===== src/rtl/axil_master_cmd.sv =====
// AXI4-Lite single-outstanding master behind a valid/ready command port.
// Define AXIL_TIMEOUT_EN to abort stalled transfers after TIMEOUT_CYCLES.
module axil_master_cmd #(
    parameter int ADDR_W         = 32,
    parameter int DATA_W         = 32,
    parameter int TIMEOUT_CYCLES = 256
) (
    input  logic                aclk,
    input  logic                areset_n,
    input  logic                cmd_valid,
    output logic                cmd_ready,
    input  logic                cmd_write,
    input  logic [ADDR_W-1:0]   cmd_addr,
    input  logic [DATA_W-1:0]   cmd_wdata,
    input  logic [DATA_W/8-1:0] cmd_wstrb,
    output logic                rsp_valid,
    output logic [DATA_W-1:0]   rsp_rdata,
    output logic [1:0]          rsp_resp,
    output logic                rsp_timeout,
    output logic                busy,
    output logic [ADDR_W-1:0]   awaddr,
    output logic                awvalid,
    input  logic                awready,
    output logic [DATA_W-1:0]   wdata,
    output logic [DATA_W/8-1:0] wstrb,
    output logic                wvalid,
    input  logic                wready,
    input  logic [1:0]          bresp,
    input  logic                bvalid,
    output logic                bready,
    output logic [ADDR_W-1:0]   araddr,
    output logic                arvalid,
    input  logic                arready,
    input  logic [DATA_W-1:0]   rdata,
    input  logic [1:0]          rresp,
    input  logic                rvalid,
    output logic                rready
);
    localparam int STRB_W = DATA_W / 8;

    typedef enum logic [2:0] {
        IDLE, RD_A, RD_D, WR_AW, WR_B, RESP
    } state_t;

    state_t              state;
    logic [ADDR_W-1:0]   addr_q;
    logic [DATA_W-1:0]   wdata_q;
    logic [STRB_W-1:0]   wstrb_q;
    logic                aw_done;
    logic                w_done;
    logic                aw_hs;
    logic                w_hs;
    logic                wr_all;
    logic                step;
    logic                in_wait;
    logic                expired;
    logic                abort;

    assign cmd_ready = (state == IDLE);
    assign busy      = (state != IDLE);
    assign awaddr    = addr_q;
    assign araddr    = addr_q;
    assign wdata     = wdata_q;
    assign wstrb     = wstrb_q;

`ifdef AXIL_TIMEOUT_EN
    localparam int CNT_W = $clog2(TIMEOUT_CYCLES);
    logic [CNT_W-1:0] tcnt;

    assign expired = (tcnt == CNT_W'(TIMEOUT_CYCLES - 1));

    // Saturates so a late handshake at expiry cannot restart the window.
    always_ff @(posedge aclk) begin
        if (!areset_n) begin
            tcnt <= '0;
        end else if (state == IDLE) begin
            tcnt <= '0;
        end else if (!expired) begin
            tcnt <= tcnt + CNT_W'(1);
        end
    end
`else
    assign expired = 1'b0;
`endif

    always_comb begin
        aw_hs   = awvalid & awready;
        w_hs    = wvalid & wready;
        wr_all  = (aw_done | aw_hs) & (w_done | w_hs);
        step    = 1'b0;
        in_wait = 1'b1;
        unique case (state)
            RD_A:    step = arready;
            RD_D:    step = rvalid;
            WR_AW:   step = wr_all;
            WR_B:    step = bvalid;
            default: in_wait = 1'b0;
        endcase
        // A handshake on the expiry cycle wins over the abort.
        abort = expired & in_wait & ~step;
    end

    always_ff @(posedge aclk) begin
        if (!areset_n) begin
            state       <= IDLE;
            addr_q      <= '0;
            wdata_q     <= '0;
            wstrb_q     <= '0;
            aw_done     <= 1'b0;
            w_done      <= 1'b0;
            arvalid     <= 1'b0;
            rready      <= 1'b0;
            awvalid     <= 1'b0;
            wvalid      <= 1'b0;
            bready      <= 1'b0;
            rsp_valid   <= 1'b0;
            rsp_rdata   <= '0;
            rsp_resp    <= 2'b00;
            rsp_timeout <= 1'b0;
        end else begin
            rsp_valid <= 1'b0;
            if (abort) begin
                arvalid     <= 1'b0;
                rready      <= 1'b0;
                awvalid     <= 1'b0;
                wvalid      <= 1'b0;
                bready      <= 1'b0;
                rsp_rdata   <= '0;
                rsp_resp    <= 2'b10;
                rsp_timeout <= 1'b1;
                rsp_valid   <= 1'b1;
                state       <= RESP;
            end else begin
                unique case (state)
                    IDLE: begin
                        if (cmd_valid) begin
                            addr_q      <= cmd_addr;
                            wdata_q     <= cmd_wdata;
                            wstrb_q     <= cmd_wstrb;
                            rsp_rdata   <= '0;
                            rsp_resp    <= 2'b00;
                            rsp_timeout <= 1'b0;
                            if (cmd_write) begin
                                awvalid <= 1'b1;
                                wvalid  <= 1'b1;
                                aw_done <= 1'b0;
                                w_done  <= 1'b0;
                                state   <= WR_AW;
                            end else begin
                                arvalid <= 1'b1;
                                state   <= RD_A;
                            end
                        end
                    end
                    RD_A: begin
                        if (arready) begin
                            arvalid <= 1'b0;
                            rready  <= 1'b1;
                            state   <= RD_D;
                        end
                    end
                    RD_D: begin
                        if (rvalid) begin
                            rready    <= 1'b0;
                            rsp_rdata <= rdata;
                            rsp_resp  <= rresp;
                            rsp_valid <= 1'b1;
                            state     <= RESP;
                        end
                    end
                    WR_AW: begin
                        if (aw_hs) begin
                            awvalid <= 1'b0;
                            aw_done <= 1'b1;
                        end
                        if (w_hs) begin
                            wvalid <= 1'b0;
                            w_done <= 1'b1;
                        end
                        if (wr_all) begin
                            bready <= 1'b1;
                            state  <= WR_B;
                        end
                    end
                    WR_B: begin
                        if (bvalid) begin
                            bready    <= 1'b0;
                            rsp_resp  <= bresp;
                            rsp_valid <= 1'b1;
                            state     <= RESP;
                        end
                    end
                    RESP:    state <= IDLE;
                    default: state <= IDLE;
                endcase
            end
        end
    end
endmodule


===== config.mk =====
export PLATFORM = sky130hd
export DESIGN_NAME = axil_master_cmd
export DESIGN_NICKNAME = d
export VERILOG_FILES = /design/src/rtl/axil_master_cmd.sv
export SDC_FILE = /design/constraint.sdc
export NUM_CORES = 1
export LEC_CHECK = 0
export BUFFER_PORTS_ARGS = -buffer_cell sky130_fd_sc_hd__buf_2
export CORE_MARGIN = 2
export CORE_UTILIZATION = 40
export DETAILED_ROUTE_END_ITERATION = 8
export GPL_TIMING_DRIVEN = 0
export HOLD_SLACK_MARGIN = 0.1
export PLACE_DENSITY_LB_ADDON = 0.05
export RECOVER_POWER = 50
export SLEW_MARGIN = 20
export SYNTH_ARGS = -nofsm -noshare
export SYNTH_HDL_FRONTEND = slang
export SYNTH_SLANG_ARGS = --single-unit

===== constraint.sdc =====
create_clock -name aclk -period 1.5 [get_ports aclk]
set_clock_uncertainty 0.2 [all_clocks]
set_input_delay 0.225 -clock aclk [delete_from_list [all_inputs] [get_ports aclk]]
set_output_delay 0.225 -clock aclk [all_outputs]
set_load 0.01 [all_outputs]

**Yosys cells after proc, flatten, opt, wreduce, memory -nomap -nowiden**

Index checks and enable logic that the tools add are counted.

- Flip-flop bits (word level): 113
- Input port bits: 113
- Output and inout bits: 143
- Logic and storage cells: 88

- Equal/unequal tests: 13
- Multiplexer cells: 39
- Bitwise operators: 5
- Reduce and logical (&&, ||, !) cells: 17

Operators with widths:

| cell | count |
|---|---|
| $mux 32 | 2 |
| $pmux 32 s2 | 1 |
| $mux 1 | 17 |
| $ne 2x2->1 const B | 8 |
| $pmux 1 s2 | 8 |
| $reduce_and 4->1 | 4 |
| $mux 3 | 5 |
| $pmux 3 s5 | 1 |
| $reduce_bool 2->1 | 5 |
| $reduce_and 3->1 | 3 |
| $mux 2 | 4 |
| $eq 3x2->1 const B | 2 |
| $pmux 2 s3 | 1 |
| $reduce_bool 3->1 | 2 |
| $reduce_and 5->1 | 1 |
| $and 1x1->1 | 3 |
| $eq 3x1->1 const B | 1 |
| $eq 3x3->1 const B | 1 |
| $logic_not 3->1 | 1 |
| $ne 2x1->1 const B | 1 |
| $or 1x1->1 | 2 |
| $reduce_and 2->1 | 1 |

**Depth between registers and ports, before layout**

Gate-level depths: netlist of run 1.

- Depth after elaboration: 5
- Mapped depth: 7
- Depth with buffers taken out: 5

**Least setup slack after synthesis of run 1**

Ideal clock, no wire load.

- Path kind: register to register
- Start point: register state[0]
- End point: register addr_q[10], in the netlist araddr[10]
- Setup time: 0.132 ns
- Arrival: 1.337 ns
- Required time: 1.168 ns
- Path slack: -0.169 ns
- Cell stages (with the launch flop): 8
- Buffers on the path: 2
- Cell sequence: dfxtp_1 or3_1 inv_2 nand2_1 buf_2 buf_6 nand2_1 a21oi_1

- Longest elaborated chain between the ends: 2

Ends and longest elaborated chain:

| element | line | text |
|---|---|---|
| from (decl) | 45 | `state_t state;` |
| from (signal assigned) | 105 | `state <= IDLE;` |
| from (signal assigned) | 132 | `state <= RESP;` |
| from (signal assigned) | 148 | `state <= WR_AW;` |
| $logic_not 3->1 | n/a |  |
| via cmd_ready | 11 | `output logic cmd_ready,` |
| $reduce_and 2->1 (no source line) | n/a |  |
| to (signal assigned) | 137 | `addr_q <= cmd_addr;` |
| to (decl) | 46 | `logic [ADDR_W-1:0] addr_q;` |

The timed path passes the listed nets, and every way through them passes these cells.
A chain may end at the register's enable or synchronous reset.

**Final worst setup path of run 1**

- Start point: register state[2]
- End point: register wdata_q[28], in the netlist wdata[28]

- Longest elaborated chain between the ends: 2

Ends and longest elaborated chain:

| element | line | text |
|---|---|---|
| $logic_not 3->1 | 134 | `unique case (state)` |
| $reduce_and 2->1 (no source line) | n/a |  |
| to (signal assigned) | 138 | `wdata_q <= cmd_wdata;` |
| to (decl) | 47 | `logic [DATA_W-1:0] wdata_q;` |

No other way between the ends.

==> results of run 1 <==
[kinds of logic (layout without fill, tap and decap cells)]
group                  Yosys count  after routing  synth area share
AOI/OAI and AO/OA              125            125             0.150
buffers and inverters           78            520             0.112
DFF                            113            113             0.509
muxes                            5              5            0.0113
other                            1              3          0.000844
and+or+nand+nor                231            232             0.217
[metrics by stage]
step                      hold WS [ns]  setup TNS, ns  setup WS (ns)
after floorplan                  0.122          -2.86        -0.0589
after global placement           0.235         -26.67         -0.347
after detailed placement         0.242         -34.56         -0.432
after CTS                        0.169         -25.48         -0.345
after global routing             0.211         -34.54         -0.523
final                            0.196         -29.64         -0.408
[what timing repair did]
item | 4_1_cts | 5_1_grt
endpoints found under the setup margin | 149 | 137
cloned | 18 | 1
hold buffers | 113 | 0
buffers inserted | 47 | 9
hold endpoints to repair | 113 | 0
gates resized for setup | 321 | 193
pin swaps | 156 | 97
[power by group through the flow]
stage | logic (mW) | registers (mW) | clock network, mW
after global placement | 4.32 | 3.98 | 0
after detailed placement | 4.38 | 4.01 | 0
after global routing | 9.45 | 4.25 | 4.13
after CTS | 7.54 | 4.10 | 3.96
final | 9.07 | 4.22 | 4.00
after floorplan | 2.58 | 4.23 | 0
[flip-flops by register name, indices dropped and copies added, names as in the netlist, 2 cells and up]
name / count
state: 3
rsp_rdata: 32
araddr: 32
wstrb: 4
rsp_resp: 2
wdata: 32
[routing by layer]
layer | track usage | wire length (um) | vias to the layer above
met5 | 0 | 0 | -
met4 | 0.143 | 1240 | 0
met3 | 0.0966 | 1920 | 107
met2 | 0.590 | 12500 | 414
met1 | 0.327 | 8300 | 2943
li1 | - | - | 2669
[Yosys cell counts]
master,instances
sky130_fd_sc_hd__a21o_1,1
sky130_fd_sc_hd__nor2_1,8
sky130_fd_sc_hd__and3b_1,1
sky130_fd_sc_hd__a31o_2,1
sky130_fd_sc_hd__inv_1,2
sky130_fd_sc_hd__a31oi_1,1
sky130_fd_sc_hd__o211ai_1,1
sky130_fd_sc_hd__or3_1,4
sky130_fd_sc_hd__a21oi_1,108
sky130_fd_sc_hd__inv_2,1
sky130_fd_sc_hd__buf_2,13
sky130_fd_sc_hd__nor4b_2,1
sky130_fd_sc_hd__dfxtp_1,113
sky130_fd_sc_hd__clkbuf_1,17
sky130_fd_sc_hd__a32oi_1,2
sky130_fd_sc_hd__a22oi_1,4
sky130_fd_sc_hd__o21ai_0,3
sky130_fd_sc_hd__buf_4,40
sky130_fd_sc_hd__nor3_2,1
sky130_fd_sc_hd__mux2i_1,5
sky130_fd_sc_hd__and2b_4,1
sky130_fd_sc_hd__and4b_1,1
sky130_fd_sc_hd__nand3_1,34
sky130_fd_sc_hd__a2bb2oi_1,1
sky130_fd_sc_hd__buf_6,5
sky130_fd_sc_hd__conb_1,1
sky130_fd_sc_hd__a311oi_1,2
sky130_fd_sc_hd__nand2_1,176
sky130_fd_sc_hd__a211oi_1,1
sky130_fd_sc_hd__nor3_1,2
sky130_fd_sc_hd__nor2b_1,2
[layout make-up]
cell class / count / area (um2)
sequential: 113 / 2340
tap: 140 / 175
antenna: 2 / 5.00
timing repair buffer: 438 / 3390
multi-input combinational: 363 / 2910
clock buffer: 23 / 477
buffer: 47 / 531
fill: 403 / 895
clock inverter: 9 / 105
inverter: 3 / 13.8
[worst max path at each step]
stage | from | end | slack, ns | depth (start not counted)
4_1_cts | state[2] | cmd_ready | -0.35 | 3
5_1_grt | state[2] | wdata[28] | -0.52 | 7
3_3_place_gp | areset_n | rsp_resp[0] | -0.35 | 5
2_1_floorplan | state[1] | rsp_rdata[10] | -0.06 | 7
3_5_place_dp | areset_n | araddr[27] | -0.43 | 5
6_report | state[2] | wdata[28] | -0.41 | 7
[worst max-delay path: stages (launching register included)]
cell	delay, ns
sky130_fd_sc_hd__dfxtp_2	0.33
sky130_fd_sc_hd__buf_6	0.12
sky130_fd_sc_hd__buf_8	0.12
sky130_fd_sc_hd__nor4b_4	0.29
sky130_fd_sc_hd__buf_4	0.26
sky130_fd_sc_hd__buf_6	0.15
sky130_fd_sc_hd__nand2_1	0.07
sky130_fd_sc_hd__a21oi_2	0.25
==> run metrics, run 1 <==
sequential share of power=0.244; routed wirelength normalized by instance count=roughly 21 um; maximum number of pins on one net before global-route repair=17; I/O Buffers=~250; combinational share of power=0.524; launch instance of the worst register-to-register path=state[2]; Final Setup Violations=roughly 120; area share of the largest cell type after synthesis=0.509; net switching power=about 6.6 mW; total DRC errors in the routed layout=0; drt first-iter violations=~440; average cell area after synthesis=between 8 and 9 um2; required time of the critical path=about 1.7 ns; GR Util All Layers=0.318; DR vias=a little over 6000; wire length of the first global-routing pass=about 29000 um; post-layout util=0.917; slew at the pin closest to its max-slew limit=about 0.78 ns; count of state elements after synthesis=approximately 110; row count=38; placed instance count=around 950; cell area after synthesis=between 4000 and 5000 um2; Detailed Route WL=approximately 24000 um; starting density of the core=0.410; Yosys warnings=0; final net count=about 1100; first-pass detailed-route iteration total=5; share of final-layout standard cells stronger than drive strength 1=0.681; number of nets with antenna violations after detailed routing=0; startpoint of the lowest-slack hold path=cmd_valid; total clock buffers created by CTS=17; number of hold-slack violations in the final timing report=0; core area=roughly 11000 um2; final design instance area without fill=roughly 10000 um2; hold crit path type=in2reg; clock tree from TritonCTS=done; type of origin of the critical path=flip-flop; Net Sw Frac=0.383; routability-driven placement congestion ratio=between 0.7 and 0.8; area delta synth->final=124%; Period minus WS final=about 1.9 ns; standard cell area after detailed placement=5940 um2; Root Buffer Master=sky130_fd_sc_hd__clkbuf_8; filler-free cell count of the finished design=about 1100; ranking of synthesized cells by area=sky130_fd_sc_hd__dfxtp_1 51%, sky130_fd_sc_hd__nand2_1 15%, sky130_fd_sc_hd__a21oi_1 12%; post-layout power=approximately 17 mW; commonest non-fill, non-tap cell in the layout=sky130_fd_sc_hd__buf_2; most frequent cells in the layout=219 x sky130_fd_sc_hd__buf_2, 113 x sky130_fd_sc_hd__dlygate4sd3_1, 87 x sky130_fd_sc_hd__a21oi_2; TritonCTS sink count=about 110; largest voltage drop on the vdd net=0.00113 V; result of the run=complete, but fails checks; power density over the cells=around 1700 nW/um2; worst-path maximum fanout=6; PnR worst setup slack=-0.408 ns; via/cell ratio=between 5 and 6; vias in the first global route=5933; Synth cell types=31; unrepaired setup endpoints after global routing=true; slack of the worst reg-to-reg path=-0.41 ns; total internal power=~11 mW; leakage power=~4.4 nW; max-cap check violation count=0; Worst Hold Endpoint=wdata[12]; number of I/O pins=~260; total congestion overflow after global routing=0; final clock period utilization by the worst path=1.27; overall die width=about 110 um; clk buf depth=2; CP Capture Type=flip-flop; sequential fraction of the synthesis area=0.509; Worst Hold Depth=5; Slew headroom=0.482; H-tree levels=4; Setup CP Type=reg2reg; antenna violations before repair=1; arrival time reported for the critical path endpoint=around 2.1 ns; achievable clock frequency=0.524 GHz; Synth Net Count=~670; length in cells of the worst reg-to-reg path=7; half-perimeter wire length after detailed placement=roughly 10000 um; Die Outline Area=approximately 12000 um2; Synth area leader=sky130_fd_sc_hd__dfxtp_1; clock share of power=0.231; Reg-to-Reg End=wdata[28]; insertion delay of the later-clocked pin in the worst-skew pair=approximately 0.52 ns; clock slew at the register clock pins of the worst setup and hold paths=about 0.06 ns; violated checks=setup timing; Post-Syn Instances=553; count of final max-slew check failures=0; y dimension of the die=around 110 um
(Power assumes the default switching activity.)
==> run 2: changes to the inputs <==
PLACE_DENSITY = 0.81   (was default)
PLACE_DENSITY_LB_ADDON = default   (was 0.05)
==> run metrics, run 2 (synthesis results as in run 1) <==
half-perimeter wire length after detailed placement=10300 um (-0.63%); number of I/O pins=256 (unchanged); achievable clock frequency=0.504 GHz (-3.7%); vias in the first global route=6175 (+4.1%); I/O Buffers=254 (unchanged); via/cell ratio=5.87 (+8.9%); slew at the pin closest to its max-slew limit=0.865 ns (+0.0885 ns); result of the run=complete, but fails checks; ordered cell list for the critical path=buf_6, buf_12, nor4b_4, buf_6, buf_12, buf_8, nand2_1, a21oi_1; Setup CP Type=reg2reg; final-layout setup total negative slack=-37.46 ns (-7.82 ns); Root Buffer Master=sky130_fd_sc_hd__clkbuf_8; Worst Hold Endpoint=araddr[22]; final clock period utilization by the worst path=1.32 (+0.0496); most frequent cells in the layout=208 x sky130_fd_sc_hd__buf_2, 112 x sky130_fd_sc_hd__dlygate4sd3_1, 92 x sky130_fd_sc_hd__a21oi_2; total internal power=10.9 mW (+2.3%); Slew headroom=0.423 (-0.0590); Critical Path Stages=8 (+1); clock tree from TritonCTS=done; H-tree levels=4 (unchanged); largest voltage drop on the vdd net=0.00150 V (+33%); violated checks=setup timing; Net Sw Frac=0.398 (+0.0157); hold crit path type=in2reg; clock slew at the register clock pins of the worst setup and hold paths=0.07 ns (about the same); overall die width=109 um (unchanged); leakage power=4.69 nW (+5.4%); drt first-iter violations=865 (+98%); net switching power=7.23 mW (+9.3%); CP Capture Type=flip-flop; final net count=1100 (+0.36%); max-cap check violation count=0 (unchanged); routed wirelength normalized by instance count=25.7 um (+22%); required time of the critical path=1.73 ns (+0.02 ns); critical path startpoint=state[2]; type of origin of the critical path=flip-flop; final design instance area without fill=10100 um2 (+1.7%); length in cells of the worst reg-to-reg path=8 (+1); arrival time reported for the critical path endpoint=2.21 ns (+0.09 ns); area delta synth->final=128%; worst hold-check slack=0.189 ns (-0.00738 ns); GR Util All Layers=0.357 (+0.0388); row count=38 (unchanged); TritonCTS sink count=113 (unchanged); Setup WS pre-CTS=-0.399 ns (+0.0332 ns); standard cell area after detailed placement=5940 um2 (unchanged); sequential share of power=0.236 (-0.008); launch instance of the worst register-to-register path=state[2]; clock share of power=0.227 (-0.004); Detailed Route WL=29300 um (+22%); share of final-layout standard cells stronger than drive strength 1=0.679 (-0.00172); y dimension of the die=109 um (unchanged); total congestion overflow after global routing=0 (unchanged); core area=10800 um2 (unchanged); Worst Hold Depth=5 (unchanged); Die Outline Area=12000 um2 (unchanged); Buffers & Inverters on Critical Path=5 (+1); clk buf depth=2 (unchanged); first-pass detailed-route iteration total=6 (+1); Final Setup Violations=144 (+22%); total clock buffers created by CTS=17 (unchanged); fillcell total=357 (-11%); PnR worst setup slack=-0.483 ns (-0.0743 ns); routability-driven placement congestion ratio=0.818 (+5.3%); unrepaired setup endpoints after global routing=true; antenna violations before repair=2 (+1); power density over the cells=1790 nW/um2 (+3.2%); startpoint of the lowest-slack hold path=cmd_valid; number of nets with antenna violations after detailed routing=0 (unchanged); slack of the worst reg-to-reg path=-0.48 ns (-0.07 ns); crit-path max cell delay=0.33 ns (about the same); Period minus WS final=1.98 ns (+0.0743 ns); number of hold-slack violations in the final timing report=0 (unchanged); worst-path maximum fanout=6 (unchanged); wire length of the first global-routing pass=32300 um (+9.8%); count of final max-slew check failures=0 (unchanged); DR vias=6702 (+9.3%); kind of cell adding the most delay to the critical path=buffers and inverters; combinational share of power=0.537 (+0.013); worst-path cell with the longest stage delay=sky130_fd_sc_hd__dfxtp_2; total DRC errors in the routed layout=0 (unchanged); starting density of the core=0.410 (unchanged); commonest non-fill, non-tap cell in the layout=sky130_fd_sc_hd__buf_2; Reg-to-Reg End=wdata[29]; maximum number of pins on one net before global-route repair=17 (unchanged); insertion delay of the later-clocked pin in the worst-skew pair=0.52 ns (about the same)
-- run 2: how the worst max path moves through the flow --
stage	to	slack [ns]
2_1_floorplan	rsp_rdata[10]	-0.06
3_3_place_gp	rsp_rdata[3]	-0.41
3_5_place_dp	rsp_rdata[1]	-0.40
5_1_grt	wdata[14]	-0.53
4_1_cts	cmd_ready	-0.34
6_report	wdata[29]	-0.48
-- run 2: metrics by stage --
step                      power, mW  utilization  instances
after detailed placement       8.42        0.548        947
final                          18.1        0.933       1142
after CTS                      15.1        0.822       1123
after floorplan                6.81            -        553
after global placement         8.35        0.548        947
after global routing           18.7        0.933       1142
-- run 2: final cells by class --
cell class / instances / area (um2) / area share
inverters: 3 / 13.8 / 0.00136
diodes: 2 / 5.00 / 0.000495
repair buffers: 433 / 3390 / 0.335
plain buffers: 57 / 652 / 0.0644
clock inverters: 14 / 166 / 0.0165
multi-input cells: 362 / 2940 / 0.291
clock buffers: 18 / 418 / 0.0413
well taps: 140 / 175 / 0.0173
flip-flops and latches: 113 / 2350 / 0.232
-- run 2: what timing repair did --
action | in CTS | in global routing
gates cloned | 13 | 5
hold buffers | 112 | 0
pin swaps | 59 | 128
setup buffers | 20 | 32
setup endpoints to repair | 150 | 152
resized for setup | 249 | 325
endpoints found under the hold margin | 113 | 0
-- run 2: power by group through the flow --
stage,sequential [mW],clock [mW],combinational [mW]
floorplan,4.23,0,2.58
global placement,3.99,0,4.36
detailed placement,4.01,0,4.41
CTS,4.04,3.99,7.05
global route,4.31,4.27,10.1
finish,4.29,4.12,9.75
-- run 2: tightest hold or removal path: cells and delay by family --
kind            cells  cell delay (ns)
buf+inv             2             0.32
compound gates      1             0.12
simple gates        2             0.22
-- run 2: routing by layer --
layer  up-vias  global-route usage  routed length [um]
li1       2679                   -                   -
met1      3148               0.361                9560
met2       637               0.626               13800
met3       238               0.121                3390
met4         0               0.230                2560
met5         -                   0                   0
